`config.mk`:
```
export PLATFORM = sky130hd
export DESIGN_NAME = ahbl_to_apb_flat
export DESIGN_NICKNAME = d
export VERILOG_FILES = /design/src/rtl/ahbl_to_apb_pkg.sv /design/src/rtl/ahbl_to_apb_if.sv /design/src/rtl/ahbl_to_apb.sv /design/src/flat_wrapper.sv
export SDC_FILE = /design/constraint.sdc
export NUM_CORES = 1
export LEC_CHECK = 0
export BUFFER_PORTS_ARGS = -buffer_cell sky130_fd_sc_hd__buf_2
export CORE_MARGIN = 1
export CORE_UTILIZATION = 47
export DETAILED_ROUTE_END_ITERATION = 8
export HOLD_SLACK_MARGIN = 0.12
export PLACE_DENSITY = 0.86
export SETUP_SLACK_MARGIN = 0.15
export SYNTH_ARGS = -nofsm -noshare
export SYNTH_HDL_FRONTEND = slang
export SYNTH_SLANG_ARGS = --single-unit
```
`constraint.sdc`:
```
create_clock -name clk -period 5.03 [get_ports clk]
set_input_delay 0.2515 -clock clk [delete_from_list [all_inputs] [get_ports clk]]
set_output_delay 0.2515 -clock clk [all_outputs]
set_load 0.02 [all_outputs]
```
`src/rtl/ahbl_to_apb_pkg.sv`:
```
// ahbl_to_apb_pkg
// Shared bus-fabric definitions for the AHB-Lite to APB3 bridge.
// Holds the AHB HTRANS encodings and a small decode helper so every block
// on the fabric agrees on what counts as a real transfer.
package ahbl_to_apb_pkg;

  // AHB-Lite transfer types as driven on HTRANS
  typedef enum logic [1:0] {
    HTRANS_IDLE = 2'b00,
    HTRANS_BUSY = 2'b01,
    HTRANS_NSEQ = 2'b10,
    HTRANS_SEQ  = 2'b11
  } htrans_t;

  // NSEQ and SEQ both have bit 1 set; IDLE and BUSY never start a transfer
  function automatic logic isActiveTrans(input logic [1:0] htrans);
    return htrans[1];
  endfunction

endpackage

```
`src/rtl/ahbl_to_apb_if.sv`:
```
// ahbl_to_apb_if
// Bundles the AHB-Lite slave port and the APB3 master port of the bridge.
//   slave  modport : the bridge's view (takes AHB requests, drives APB)
//   master modport : the surrounding system's view (AHB master + APB peripheral)
// Signals:
//   ahbls_* : AHB-Lite address/data phase signals and HREADYOUT/HRESP/HRDATA
//   apbm_*  : APB3 PADDR/PSEL/PENABLE/PWRITE/PWDATA and PRDATA/PREADY/PSLVERR
interface ahbl_to_apb_if #(
  parameter int W_HADDR = 32,
  parameter int W_PADDR = 16,
  parameter int W_DATA  = 32
);

  logic               ahbls_hready;
  logic               ahbls_hready_resp;
  logic               ahbls_hresp;
  logic [W_HADDR-1:0] ahbls_haddr;
  logic               ahbls_hwrite;
  logic [1:0]         ahbls_htrans;
  logic [2:0]         ahbls_hsize;
  logic [2:0]         ahbls_hburst;
  logic [3:0]         ahbls_hprot;
  logic               ahbls_hmastlock;
  logic [W_DATA-1:0]  ahbls_hwdata;
  logic [W_DATA-1:0]  ahbls_hrdata;

  logic [W_PADDR-1:0] apbm_paddr;
  logic               apbm_psel;
  logic               apbm_penable;
  logic               apbm_pwrite;
  logic [W_DATA-1:0]  apbm_pwdata;
  logic [W_DATA-1:0]  apbm_prdata;
  logic               apbm_pready;
  logic               apbm_pslverr;

  modport slave (
    input  ahbls_hready, ahbls_haddr, ahbls_hwrite, ahbls_htrans, ahbls_hsize,
           ahbls_hburst, ahbls_hprot, ahbls_hmastlock, ahbls_hwdata,
           apbm_prdata, apbm_pready, apbm_pslverr,
    output ahbls_hready_resp, ahbls_hresp, ahbls_hrdata,
           apbm_paddr, apbm_psel, apbm_penable, apbm_pwrite, apbm_pwdata
  );

  modport master (
    output ahbls_hready, ahbls_haddr, ahbls_hwrite, ahbls_htrans, ahbls_hsize,
           ahbls_hburst, ahbls_hprot, ahbls_hmastlock, ahbls_hwdata,
           apbm_prdata, apbm_pready, apbm_pslverr,
    input  ahbls_hready_resp, ahbls_hresp, ahbls_hrdata,
           apbm_paddr, apbm_psel, apbm_penable, apbm_pwrite, apbm_pwdata
  );

endinterface

```
`src/rtl/ahbl_to_apb.sv`:
```
// ahbl_to_apb
// AHB-Lite slave to APB3 master bridge, one transfer in flight at a time.
// Every AHB response and APB control output comes straight from a register,
// so PREADY never reaches HREADYOUT combinationally.
// Ports:
//   clk   : single clock shared by both buses
//   rst_n : asynchronous active-low reset
//   bus   : ahbl_to_apb_if.slave carrying the AHB-Lite and APB3 signals
module ahbl_to_apb
  import ahbl_to_apb_pkg::*;
#(
  parameter int W_HADDR = 32,
  parameter int W_PADDR = 16,
  parameter int W_DATA  = 32
) (
  input  logic           clk,
  input  logic           rst_n,
  ahbl_to_apb_if.slave   bus
);

  typedef enum logic [2:0] {
    ST_IDLE   = 3'd0,
    ST_SETUP  = 3'd1,
    ST_ACCESS = 3'd2,
    ST_RESP   = 3'd3,
    ST_ERR1   = 3'd4,
    ST_ERR2   = 3'd5
  } state_t;

  state_t             r_state;
  logic               r_hreadyResp;
  logic               r_hresp;
  logic [W_DATA-1:0]  r_hrdata;
  logic [W_PADDR-1:0] r_paddr;
  logic               r_psel;
  logic               r_penable;
  logic               r_pwrite;
  logic [W_DATA-1:0]  r_pwdata;

  logic               w_accept;
  logic               w_unused;

  // A new address phase is taken only in the states that drive HREADYOUT
  // high, which is exactly where the case statement below looks at it.
  assign w_accept = bus.ahbls_hready && isActiveTrans(bus.ahbls_htrans);

  // Size, burst, protection, lock, HTRANS[0] and the upper address bits
  // have no APB3 counterpart; peripherals are word-access only.
  assign w_unused = ^{bus.ahbls_hsize, bus.ahbls_hburst, bus.ahbls_hprot,
                      bus.ahbls_hmastlock, bus.ahbls_htrans[0],
                      bus.ahbls_haddr[W_HADDR-1:W_PADDR]};

  // Bridge FSM with registered outputs. Each branch sets the outputs the
  // next state must present, so the outputs change together with r_state.
  always_ff @(posedge clk or negedge rst_n) begin
    if (!rst_n) begin
      r_state      <= ST_IDLE;
      r_hreadyResp <= 1'b1;
      r_hresp      <= 1'b0;
      r_hrdata     <= '0;
      r_paddr      <= '0;
      r_psel       <= 1'b0;
      r_penable    <= 1'b0;
      r_pwrite     <= 1'b0;
      r_pwdata     <= '0;
    end else begin
      case (r_state)
        ST_IDLE, ST_RESP, ST_ERR2: begin
          r_hresp   <= 1'b0;
          r_penable <= 1'b0;
          if (w_accept) begin
            r_state      <= ST_SETUP;
            r_paddr      <= bus.ahbls_haddr[W_PADDR-1:0];
            r_pwrite     <= bus.ahbls_hwrite;
            r_psel       <= 1'b1;
            r_hreadyResp <= 1'b0;
          end else begin
            r_state      <= ST_IDLE;
            r_psel       <= 1'b0;
            r_hreadyResp <= 1'b1;
          end
        end
        ST_SETUP: begin
          // HWDATA is valid now that the data phase has begun
          r_pwdata  <= bus.ahbls_hwdata;
          r_penable <= 1'b1;
          r_state   <= ST_ACCESS;
        end
        ST_ACCESS: begin
          if (bus.apbm_pready) begin
            r_psel    <= 1'b0;
            r_penable <= 1'b0;
            if (bus.apbm_pslverr) begin
              // First cycle of the two-cycle AHB error response
              r_state <= ST_ERR1;
              r_hresp <= 1'b1;
            end else begin
              r_state      <= ST_RESP;
              r_hreadyResp <= 1'b1;
              if (!r_pwrite) begin
                r_hrdata <= bus.apbm_prdata;
              end
            end
          end
        end
        ST_ERR1: begin
          r_state      <= ST_ERR2;
          r_hreadyResp <= 1'b1;
        end
        default: begin
          r_state      <= ST_IDLE;
          r_hreadyResp <= 1'b1;
          r_hresp      <= 1'b0;
          r_psel       <= 1'b0;
          r_penable    <= 1'b0;
        end
      endcase
    end
  end

  assign bus.ahbls_hready_resp = r_hreadyResp;
  assign bus.ahbls_hresp       = r_hresp;
  assign bus.ahbls_hrdata      = r_hrdata;
  assign bus.apbm_paddr        = r_paddr;
  assign bus.apbm_psel         = r_psel;
  assign bus.apbm_penable      = r_penable;
  assign bus.apbm_pwrite       = r_pwrite;
  // In SETUP the write data is not registered yet, so it is passed through
  // from HWDATA; from ACCESS onward the captured copy is used.
  assign bus.apbm_pwdata       = (r_state == ST_SETUP) ? bus.ahbls_hwdata : r_pwdata;

endmodule

```
`src/flat_wrapper.sv`:
```
// flat-port wrapper written by rule: the top's interface ports become plain ports
module ahbl_to_apb_flat import ahbl_to_apb_pkg::*;
#(
  parameter int W_HADDR = 32,
  parameter int W_PADDR = 16,
  parameter int W_DATA  = 32
)
  (clk, rst_n, bus_ahbls_hready, bus_ahbls_haddr, bus_ahbls_hwrite, bus_ahbls_htrans, bus_ahbls_hsize, bus_ahbls_hburst, bus_ahbls_hprot, bus_ahbls_hmastlock, bus_ahbls_hwdata, bus_apbm_prdata, bus_apbm_pready, bus_apbm_pslverr, bus_ahbls_hready_resp, bus_ahbls_hresp, bus_ahbls_hrdata, bus_apbm_paddr, bus_apbm_psel, bus_apbm_penable, bus_apbm_pwrite, bus_apbm_pwdata);
  ahbl_to_apb_if #(.W_HADDR(W_HADDR), .W_PADDR(W_PADDR), .W_DATA(W_DATA)) bus_i ();
  input  logic clk;
  input  logic rst_n;
  input wire logic [$bits(bus_i.ahbls_hready)-1:0] bus_ahbls_hready;
  input wire logic [$bits(bus_i.ahbls_haddr)-1:0] bus_ahbls_haddr;
  input wire logic [$bits(bus_i.ahbls_hwrite)-1:0] bus_ahbls_hwrite;
  input wire logic [$bits(bus_i.ahbls_htrans)-1:0] bus_ahbls_htrans;
  input wire logic [$bits(bus_i.ahbls_hsize)-1:0] bus_ahbls_hsize;
  input wire logic [$bits(bus_i.ahbls_hburst)-1:0] bus_ahbls_hburst;
  input wire logic [$bits(bus_i.ahbls_hprot)-1:0] bus_ahbls_hprot;
  input wire logic [$bits(bus_i.ahbls_hmastlock)-1:0] bus_ahbls_hmastlock;
  input wire logic [$bits(bus_i.ahbls_hwdata)-1:0] bus_ahbls_hwdata;
  input wire logic [$bits(bus_i.apbm_prdata)-1:0] bus_apbm_prdata;
  input wire logic [$bits(bus_i.apbm_pready)-1:0] bus_apbm_pready;
  input wire logic [$bits(bus_i.apbm_pslverr)-1:0] bus_apbm_pslverr;
  output wire logic [$bits(bus_i.ahbls_hready_resp)-1:0] bus_ahbls_hready_resp;
  output wire logic [$bits(bus_i.ahbls_hresp)-1:0] bus_ahbls_hresp;
  output wire logic [$bits(bus_i.ahbls_hrdata)-1:0] bus_ahbls_hrdata;
  output wire logic [$bits(bus_i.apbm_paddr)-1:0] bus_apbm_paddr;
  output wire logic [$bits(bus_i.apbm_psel)-1:0] bus_apbm_psel;
  output wire logic [$bits(bus_i.apbm_penable)-1:0] bus_apbm_penable;
  output wire logic [$bits(bus_i.apbm_pwrite)-1:0] bus_apbm_pwrite;
  output wire logic [$bits(bus_i.apbm_pwdata)-1:0] bus_apbm_pwdata;
  assign bus_i.ahbls_hready = bus_ahbls_hready;
  assign bus_i.ahbls_haddr = bus_ahbls_haddr;
  assign bus_i.ahbls_hwrite = bus_ahbls_hwrite;
  assign bus_i.ahbls_htrans = bus_ahbls_htrans;
  assign bus_i.ahbls_hsize = bus_ahbls_hsize;
  assign bus_i.ahbls_hburst = bus_ahbls_hburst;
  assign bus_i.ahbls_hprot = bus_ahbls_hprot;
  assign bus_i.ahbls_hmastlock = bus_ahbls_hmastlock;
  assign bus_i.ahbls_hwdata = bus_ahbls_hwdata;
  assign bus_i.apbm_prdata = bus_apbm_prdata;
  assign bus_i.apbm_pready = bus_apbm_pready;
  assign bus_i.apbm_pslverr = bus_apbm_pslverr;
  assign bus_ahbls_hready_resp = bus_i.ahbls_hready_resp;
  assign bus_ahbls_hresp = bus_i.ahbls_hresp;
  assign bus_ahbls_hrdata = bus_i.ahbls_hrdata;
  assign bus_apbm_paddr = bus_i.apbm_paddr;
  assign bus_apbm_psel = bus_i.apbm_psel;
  assign bus_apbm_penable = bus_i.apbm_penable;
  assign bus_apbm_pwrite = bus_i.apbm_pwrite;
  assign bus_apbm_pwdata = bus_i.apbm_pwdata;
  ahbl_to_apb #(.W_HADDR(W_HADDR), .W_PADDR(W_PADDR), .W_DATA(W_DATA)) u_core (.clk(clk), .rst_n(rst_n), .bus(bus_i));
endmodule
```
Yosys cells after proc, flatten, opt, wreduce, memory -nomap -nowiden
Index checks and enable logic that the tools add are counted.

word-level totals
  word-level logic and storage cells = 48
  input bits = 115
  register bits after elaboration = 88

cells by class
  reduce and logical (&&, ||, !) cells = 10
  multiplexer cells = 16
  bitwise logic cells = 5
  equal/unequal tests = 8

operators with widths
  kind                                           count
  two-way mux 32 bit                             1
  one-hot mux 3 bit (4 select lines)             1
  one-hot mux 1 bit (3 select lines)             3
  two-way mux 1 bit                              8
  == test 3 x 2 -> 1 bit, second input constant  2
  == test 3 bit, second input constant           2
  two-way mux 3 bit                              2
  inequality test 2 bit, second input constant   3
  AND reduction 2 bit                            3
  AND reduction 3 bit                            2
  NOT 1 bit                                      5
  AND reduction 4 bit                            1
  == test 3 x 1 -> 1 bit, second input constant  1
  logical NOT 3 bit                              1
  OR reduction 3 bit                             1
  one-hot mux 1 bit (2 select lines)             1
  OR reduction 2 bit                             1
  logical AND 1 bit                              1

Depth between registers and ports, before layout
Gate-level depths: netlist of the first run.

  word-level depth = 4
  depth in mapped cells = 5
  gate-level depth less buffers = 3

Worst setup path before layout of the first run
No wires, ideal clock.

  path type = register -> output
  start = register u_core.r_state[1]
  end = output port bus_apbm_pwdata[2]
  stages on the path, launching flop included = 5
  required time = 4.779 ns
  slack = 3.333 ns
  data arrival time = 1.446 ns
  cell sequence = dfrtp_1 nand2b_1 nor2_2 buf_2 mux2_1

between the ends
  cells in the longest elaborated chain, start to end = 2

RTL lines
  item                    RTL line            text
  start, declared         ahbl_to_apb.sv:30   state_t r_state;
  start signal, assigned  ahbl_to_apb.sv:57   r_state <= ST_IDLE;
  start signal, assigned  ahbl_to_apb.sv:72   r_state <= ST_SETUP;
  start signal, assigned  ahbl_to_apb.sv:78   r_state <= ST_IDLE;
  == test 3 x 1 -> 1 bit  ahbl_to_apb.sv:130  assign bus.apbm_pwdata = (r_state == ST_SETUP) ? bus.ahbls_hwdata : r_pwdata;
  two-way mux 32 bit      ahbl_to_apb.sv:130
  end, declared           flat_wrapper.sv:31  output wire logic [$bits(bus_i.apbm_pwdata)-1:0] bus_apbm_pwdata;

No other way between the ends.

Worst setup path in the final report of the first run
  start = register u_core.r_state[0]
  end = register u_core.r_paddr[5], in the netlist u_core.bus.apbm_paddr[5]

between the ends
  cells in the longest elaborated chain, start to end = 3
  elaborated cells on any way between the ends = 5

RTL lines
  item                                                  RTL line           text
  == test 3 x 2 -> 1 bit, or another cell as far along  ahbl_to_apb.sv:67  case (r_state)
  OR reduction 3 bit *                                  ahbl_to_apb.sv:67
  AND reduction 2 bit (no source line) *                n/a
  end signal, assigned                                  ahbl_to_apb.sv:73  r_paddr <= bus.ahbls_haddr[W_PADDR-1:0];
  end, declared                                         ahbl_to_apb.sv:34  logic [W_PADDR-1:0] r_paddr;

Mark *: on every way between the ends. The rest lies on a longest branch, timed or not.
A chain may end at the register's enable or synchronous reset.

==> results of run 1 <==
==> state kept, by name, summed over array words and instances (netlist names) <==
register,cells
u_core.bus.ahbls_hready_resp,1
u_core.bus.apbm_penable,1
u_core.bus.apbm_pwrite,1
u_core.r_pwdata,32
u_core.bus.apbm_psel,1
u_core.bus.apbm_paddr,16
u_core.bus.ahbls_hrdata,32
u_core.r_state,3
u_core.bus.ahbls_hresp,1
==> power groups by stage <==
stage,clock network (mW),registers [mW],logic (mW)
6_report,0.576,1.22,1.49
5_1_grt,0.621,1.26,1.59
4_1_cts,0.589,1.21,1.49
3_5_place_dp,0,1.23,1.47
3_3_place_gp,0,1.20,1.43
2_1_floorplan,0,1.45,0.733
==> worst max-delay path, delay by kind of cell (launching register included) <==
family	cells	cell delay, ps
buffers and inverters	1	330
flip-flops	1	520
multiplexers	1	350
AND/OR/NAND/NOR	1	260
AO/OA/AOI/OAI	1	800
==> cell usage in the layout, fill, tap and decap left out, types with 2 or more instances in the layout <==
master         count
buf_2            170
dfrtp_1           87
mux2_1            49
dlygate4sd3_1     41
mux2_2            32
clkbuf_8           9
nor2_1             5
a21oi_1            5
nand2b_1           4
clkinvlp_4         4
o21ai_0            3
bufinv_16          3
buf_4              3
inv_1              2
o2bb2ai_1          2
==> what timing repair did <==
| action | in CTS | in global routing |
|---|---|---|
| hold buffers | 35 | 6 |
| hold endpoints to repair | 35 | 6 |
| gates resized for setup | 0 | 0 |
==> cells by family after synthesis <==
group	count (synthesis)	synth area share (%)
AND/OR/NAND/NOR	18	3.27
multiplexers	81	26.7
buffers and inverters	12	2.09
flip-flops	88	64.6
AO/OA/AOI/OAI	16	3.30
==> worst max path at each step <==
| stage | startpoint | to | slack [ps] | depth (start not counted) |
|---|---|---|---|---|
| after floorplan | u_core.r_state[1] | bus_apbm_pwdata[2] | 3330 | 4 |
| after global placement | u_core.r_state[0] | u_core.bus.apbm_paddr[3] | 2750 | 4 |
| final | u_core.r_state[0] | u_core.bus.apbm_paddr[5] | 2660 | 4 |
| after CTS | u_core.r_state[0] | u_core.bus.apbm_paddr[5] | 2630 | 4 |
| after detailed placement | u_core.r_state[0] | u_core.bus.apbm_paddr[5] | 2650 | 4 |
| after global routing | u_core.r_state[1] | bus_apbm_pwdata[11] | 2510 | 5 |
==> cell type report <==
class	instances	area [µm²]
clock buffer	9	124
clock inverter	7	120
fill	487	1910
inverter	2	7.51
multi-input combinational	115	1140
sequential	88	2200
tap	96	120
timing repair buffer	214	1280
==> routing by layer <==
metal | wire [µm] | up-vias
li1 | - | 1190
met1 | 3120 | 1247
met2 | 4040 | 127
met3 | 825 | 13
met4 | 141 | 0
met5 | 0 | -
==> stage by stage <==
stage	setup WS, ps	hold WS (ps)	cells
CTS	2630	121	525
global route	2510	122	531
detailed placement	2650	468	474
global placement	2750	463	474
finish	2660	70.5	531
floorplan	3330	-44.1	215
==> reports/qor.txt, run 1 <==
status: finished, final reports clean
Inserted Clock Buffers: 9
Skew-Pair Late Insertion Delay: 350 ps
clock power share: 17.5%
Most used DFF post-synth: dfrtp_1
drt first pass iters: 4
Synth top area share: 63.8%
Layout area overhead: 46.4%
Seq/Total Area, Yosys: 64.6%
share of power burned in registers: 37.1%
Yosys top cell by area: dfrtp_1
reg-to-reg startpoint: u_core.r_state[0]
final worst path period share: 47.1%
Yosys cell types: 28
Die X: 87.2 µm
CTS sink cnt: 88
worst reg2reg path depth: 4
HP Class: in2async
Syn Nets: 330
GPL Wtd Cong: 0.811
Synth warnings: 0
endpoints failing hold: 0
final setup fails: 0
RSZ-0062 raised after global routing: false
Setup CP Type: reg2reg
GR peak layer: met2
Async S/R FF share, synth: 100%
Tot Pwr: 3.29 mW
most common cell in the netlist: dfrtp_1
GR met3 Demand/Resource: 9.29%
CP max stage cell: o32ai_2
die area: 0.00760 mm²
setup TNS: 0 ps
Final min period: 2370 ps
Clk Tree Root Cell: clkbuf_8
# IOs: 200
PD cells: 658 mW/mm²
Final Instance Area: 0.00499 mm²
gr usage total: 21.9%
M1 GR Usage: 24.7%
Post-Synthesis Cell Area: 0.00341 mm²
WP data required: 5270 ps
r2r setup slk: 2660 ps
clk buf depth: 2
DRC: 0
mean area per synthesized cell: 15.9 µm²
first-pass GRT wire length: 12,500 µm
post-CTS setup buffer count: 0
Max Transition Viols Final: 0
cell-by-cell trace of the critical path: and2b_4 -> o32ai_2 -> buf_4 -> mux2_1
share of layout cells above drive strength 1: 52.4%
port buffer count: 171
reg2reg end: u_core.bus.apbm_paddr[5]
Post-Synthesis Cells: 215
hpwl dp: 5250 µm
Starting Density: 49.4%
Max VDD drop: 0.422 mV
Net Sw Frac: 39.4%
register clock-pin slew on the reported worst setup and hold paths: 90 ps
initial DRC count: 139
Leak Pwr: 2.46 nW
type of origin of the critical path: register
Worst Path Arrival: 2610 ps
GR met2 Demand/Resource: 37.4%
Routed WL: 8120 µm
row cnt: 30
final core utilization: 72.3%
total grt overflow: 0
Vias per Instance: 4.85
Detail Route Antenna Nets: 0
Synth top cells by count: dfrtp_1 (87), mux2_1 (49), mux2_2 (32)
initial antenna violation count: 0
CTS H-Tree Depth: 3
NetSw: 1.29 mW
EDFF count, synth: 0
internal power: 1.99 mW
Max-Cap Viols: 0
core box area: 0.00691 mm²
number of global-route vias before repair: 2,583
largest net degree at the start of global routing: 89
Slew headroom: 28.0%
top post-synthesis cells by area: dfrtp_1 (64%), mux2_1 (16%), mux2_2 (11%), buf_4 (1.3%), dfstp_2 (0.77%)
Logic pwr share: 45.3%
Critical Path Fanout Max: 11
CTS tree: built
Final nets: 545
Critical Path Sink Type: register
Worst-Margin Slew: 1080 ps
vias: 2,577
n_diodes: 0
Setup Skew: 10.7 ps
WL/cell: 15.3 µm
synthesized flop and latch total: 88
fmax: 422 MHz
placed cell area: 0.00434 mm²
slowest cell delay on critical path: 800 ps
die height: 87.2 µm
No activity file was read; power rests on OpenSTA's default activity.
==> inputs of run 2 (changes only) <==
--- a/config.mk
+++ b/config.mk
@@ -7,10 +7,10 @@
 export LEC_CHECK = 0
 export BUFFER_PORTS_ARGS = -buffer_cell sky130_fd_sc_hd__buf_2
 export CORE_MARGIN = 1
-export CORE_UTILIZATION = 47
+export CORE_UTILIZATION = 43
 export DETAILED_ROUTE_END_ITERATION = 8
 export HOLD_SLACK_MARGIN = 0.12
-export PLACE_DENSITY = 0.86
+export PLACE_DENSITY = 0.8
 export SETUP_SLACK_MARGIN = 0.15
 export SYNTH_ARGS = -nofsm -noshare
 export SYNTH_HDL_FRONTEND = slang
==> constraint.sdc (replaced) <==
create_clock -name clk -period 2.2 [get_ports clk]
set_input_delay 0.11 -clock clk [delete_from_list [all_inputs] [get_ports clk]]
set_output_delay 0.11 -clock clk [all_outputs]
set_load 0.02 [all_outputs]
==> run 2 against run 1 <==
Clock-buffer cell count up 3; critical path depth up 1; combinational power up 150%; cell area up 11%; via count up 7.5%; worst hold slack better by 82 ps; flip-flop and latch count unchanged; critical path type is now reg2out; non-clock buffer count up 50; clock power up 110%.
==> reports/qor.txt, run 2 (synthesis results as in run 1) <==
WL/cell: 15.4 µm
Leak Pwr: 2.69 nW
register clock-pin slew on the reported worst setup and hold paths: 80 ps
Net Sw Frac: 39.3%
setup TNS: 0 ps
Routed WL: 9020 µm
total grt overflow: 0
clock power share: 15.9%
n_diodes: 0
final setup fails: 0
HP Class: in2reg
Final min period: 1920 ps
CTS sink cnt: 88
Setup Skew: 8.89 ps
final worst path period share: 87.1%
drt first pass iters: 4
number of global-route vias before repair: 3,028
leading cell type in the layout, fill and taps excluded: buf_2
Filler cells: 513
hpwl dp: 5060 µm
port buffer count: 171
gr usage total: 22.8%
Final nets: 595
status: finished, final reports clean
PD cells: 1380 mW/mm²
Slew headroom: 62.3%
clk buf depth: 2
Max-Cap Viols: 0
Logic pwr share: 47.9%
commonest cells after routing, fill and taps aside: buf_2 (170), dlygate4sd3_1 (84), dfrtp_1 (84)
Max Transition Viols Final: 0
initial DRC count: 50
final core utilization: 71.9%
largest net degree at the start of global routing: 46
core box area: 0.00769 mm²
WP data required: 2090 ps
r2r setup slk: 410 ps
cell-by-cell trace of the critical path: nand2b_4 -> nor2_4 -> buf_16 -> mux2_2 -> buf_2
endpoints failing hold: 0
Clk Tree Root Cell: clkbuf_8
Setup CP Type: reg2out
slowest cell delay on critical path: 420 ps
row cnt: 32
Inserted Clock Buffers: 9
CP max stage cell: dfrtp_2
NetSw: 3.01 mW
Layout area overhead: 62.0%
GPL Wtd Cong: 0.783
fmax: 522 MHz
type of origin of the critical path: register
share of layout cells above drive strength 1: 48.9%
Detail Route Antenna Nets: 0
Worst-Margin Slew: 566 ps
CTS tree: built
Hold Slack: 152 ps
Max VDD drop: 1.04 mV
Starting Density: 44.4%
Worst Path Arrival: 1810 ps
Die X: 91.1 µm
share of power burned in registers: 36.3%
DRC: 0
first-pass GRT wire length: 14,700 µm
Critical Path Fanout Max: 16
initial antenna violation count: 0
internal power: 4.64 mW
Critical Path Sink Type: primary output
Skew-Pair Late Insertion Delay: 340 ps
CTS H-Tree Depth: 3
RSZ-0062 raised after global routing: false
# IOs: 200
die area: 0.00829 mm²
die height: 91.1 µm
Vias per Instance: 4.72
vias: 2,771
-- run 2: changes by cell type in the layout (fill, tap and decap cells not counted), sizes merged --
cell and delta:
buf +7, bufinv -1, clkbuf +3, clkinvlp -3, dlygate4sd3 +43, inv +1
-- run 2: final timing paths --
kind | startpoint | end | cells past startpoint
worst min register to register | u_core.r_pwdata[2] | u_core.r_pwdata[2] | 1
worst max-delay path | u_core.r_state[1] | bus_apbm_pwdata[25] | 5
worst max register to register | u_core.r_state[0] | u_core.bus.apbm_paddr[6] | 5
max in group asynchronous | rst_n | u_core.bus.ahbls_hready_resp | 3
worst min-delay path | bus_apbm_pready | u_core.r_state[1] | 4
min in group asynchronous | rst_n | u_core.bus.ahbls_hrdata[11] | 2
-- run 2: worst max-delay path, delay by kind of cell, from the launching register on --
kind / cells / cell delay (ps)
DFF: 1 / 420
muxes: 1 / 370
buffers and inverters: 2 / 350
and+or+nand+nor: 2 / 330
-- run 2: timing repair --
| action | in CTS | in global routing |
|---|---|---|
| hold buffers | 84 | 0 |
| setup buffers | 1 | 2 |
| gates resized for setup | 4 | 2 |
| gates cloned | 1 | 0 |
| endpoints found under the hold margin | 126 | 0 |
| setup endpoints to repair | 32 | 16 |
-- run 2: metrics by stage --
step	power (mW)	instances	setup slack [ps]	area [µm²]
floorplan	4.99	215	587	3410
global placement	6.07	483	499	4400
detailed placement	6.17	483	471	4400
CTS	7.62	585	170	5510
global route	8.08	587	219	5520
finish	7.65	587	284	5520
-- run 2: cell type report --
type / instances / area, µm² / area share (%)
well taps: 102 / 128 / 2.31
clock buffers: 12 / 145 / 2.63
clock inverters: 4 / 76.3 / 1.38
inverters: 2 / 7.51 / 0.136
flip-flops and latches: 88 / 2210 / 40.0
multi-input cells: 115 / 1150 / 20.8
repair buffers: 264 / 1810 / 32.8
-- run 2: routing by layer --
layer,up-vias,part of all wire [%],global-route usage (%)
li1,1291,-,-
met1,1350,40,26.6
met2,123,52,40.6
met3,7,7.4,5.95
met4,0,0.90,7.67
met5,-,0,0
-- run 2: power by group through the flow --
stage               clock (mW)  combinational, mW  sequential (mW)
global route              1.32               3.89             2.87
detailed placement           0               3.38             2.79
global placement             0               3.32             2.74
floorplan                    0               1.67             3.31
CTS                       1.25               3.62             2.75
finish                    1.21               3.66             2.77
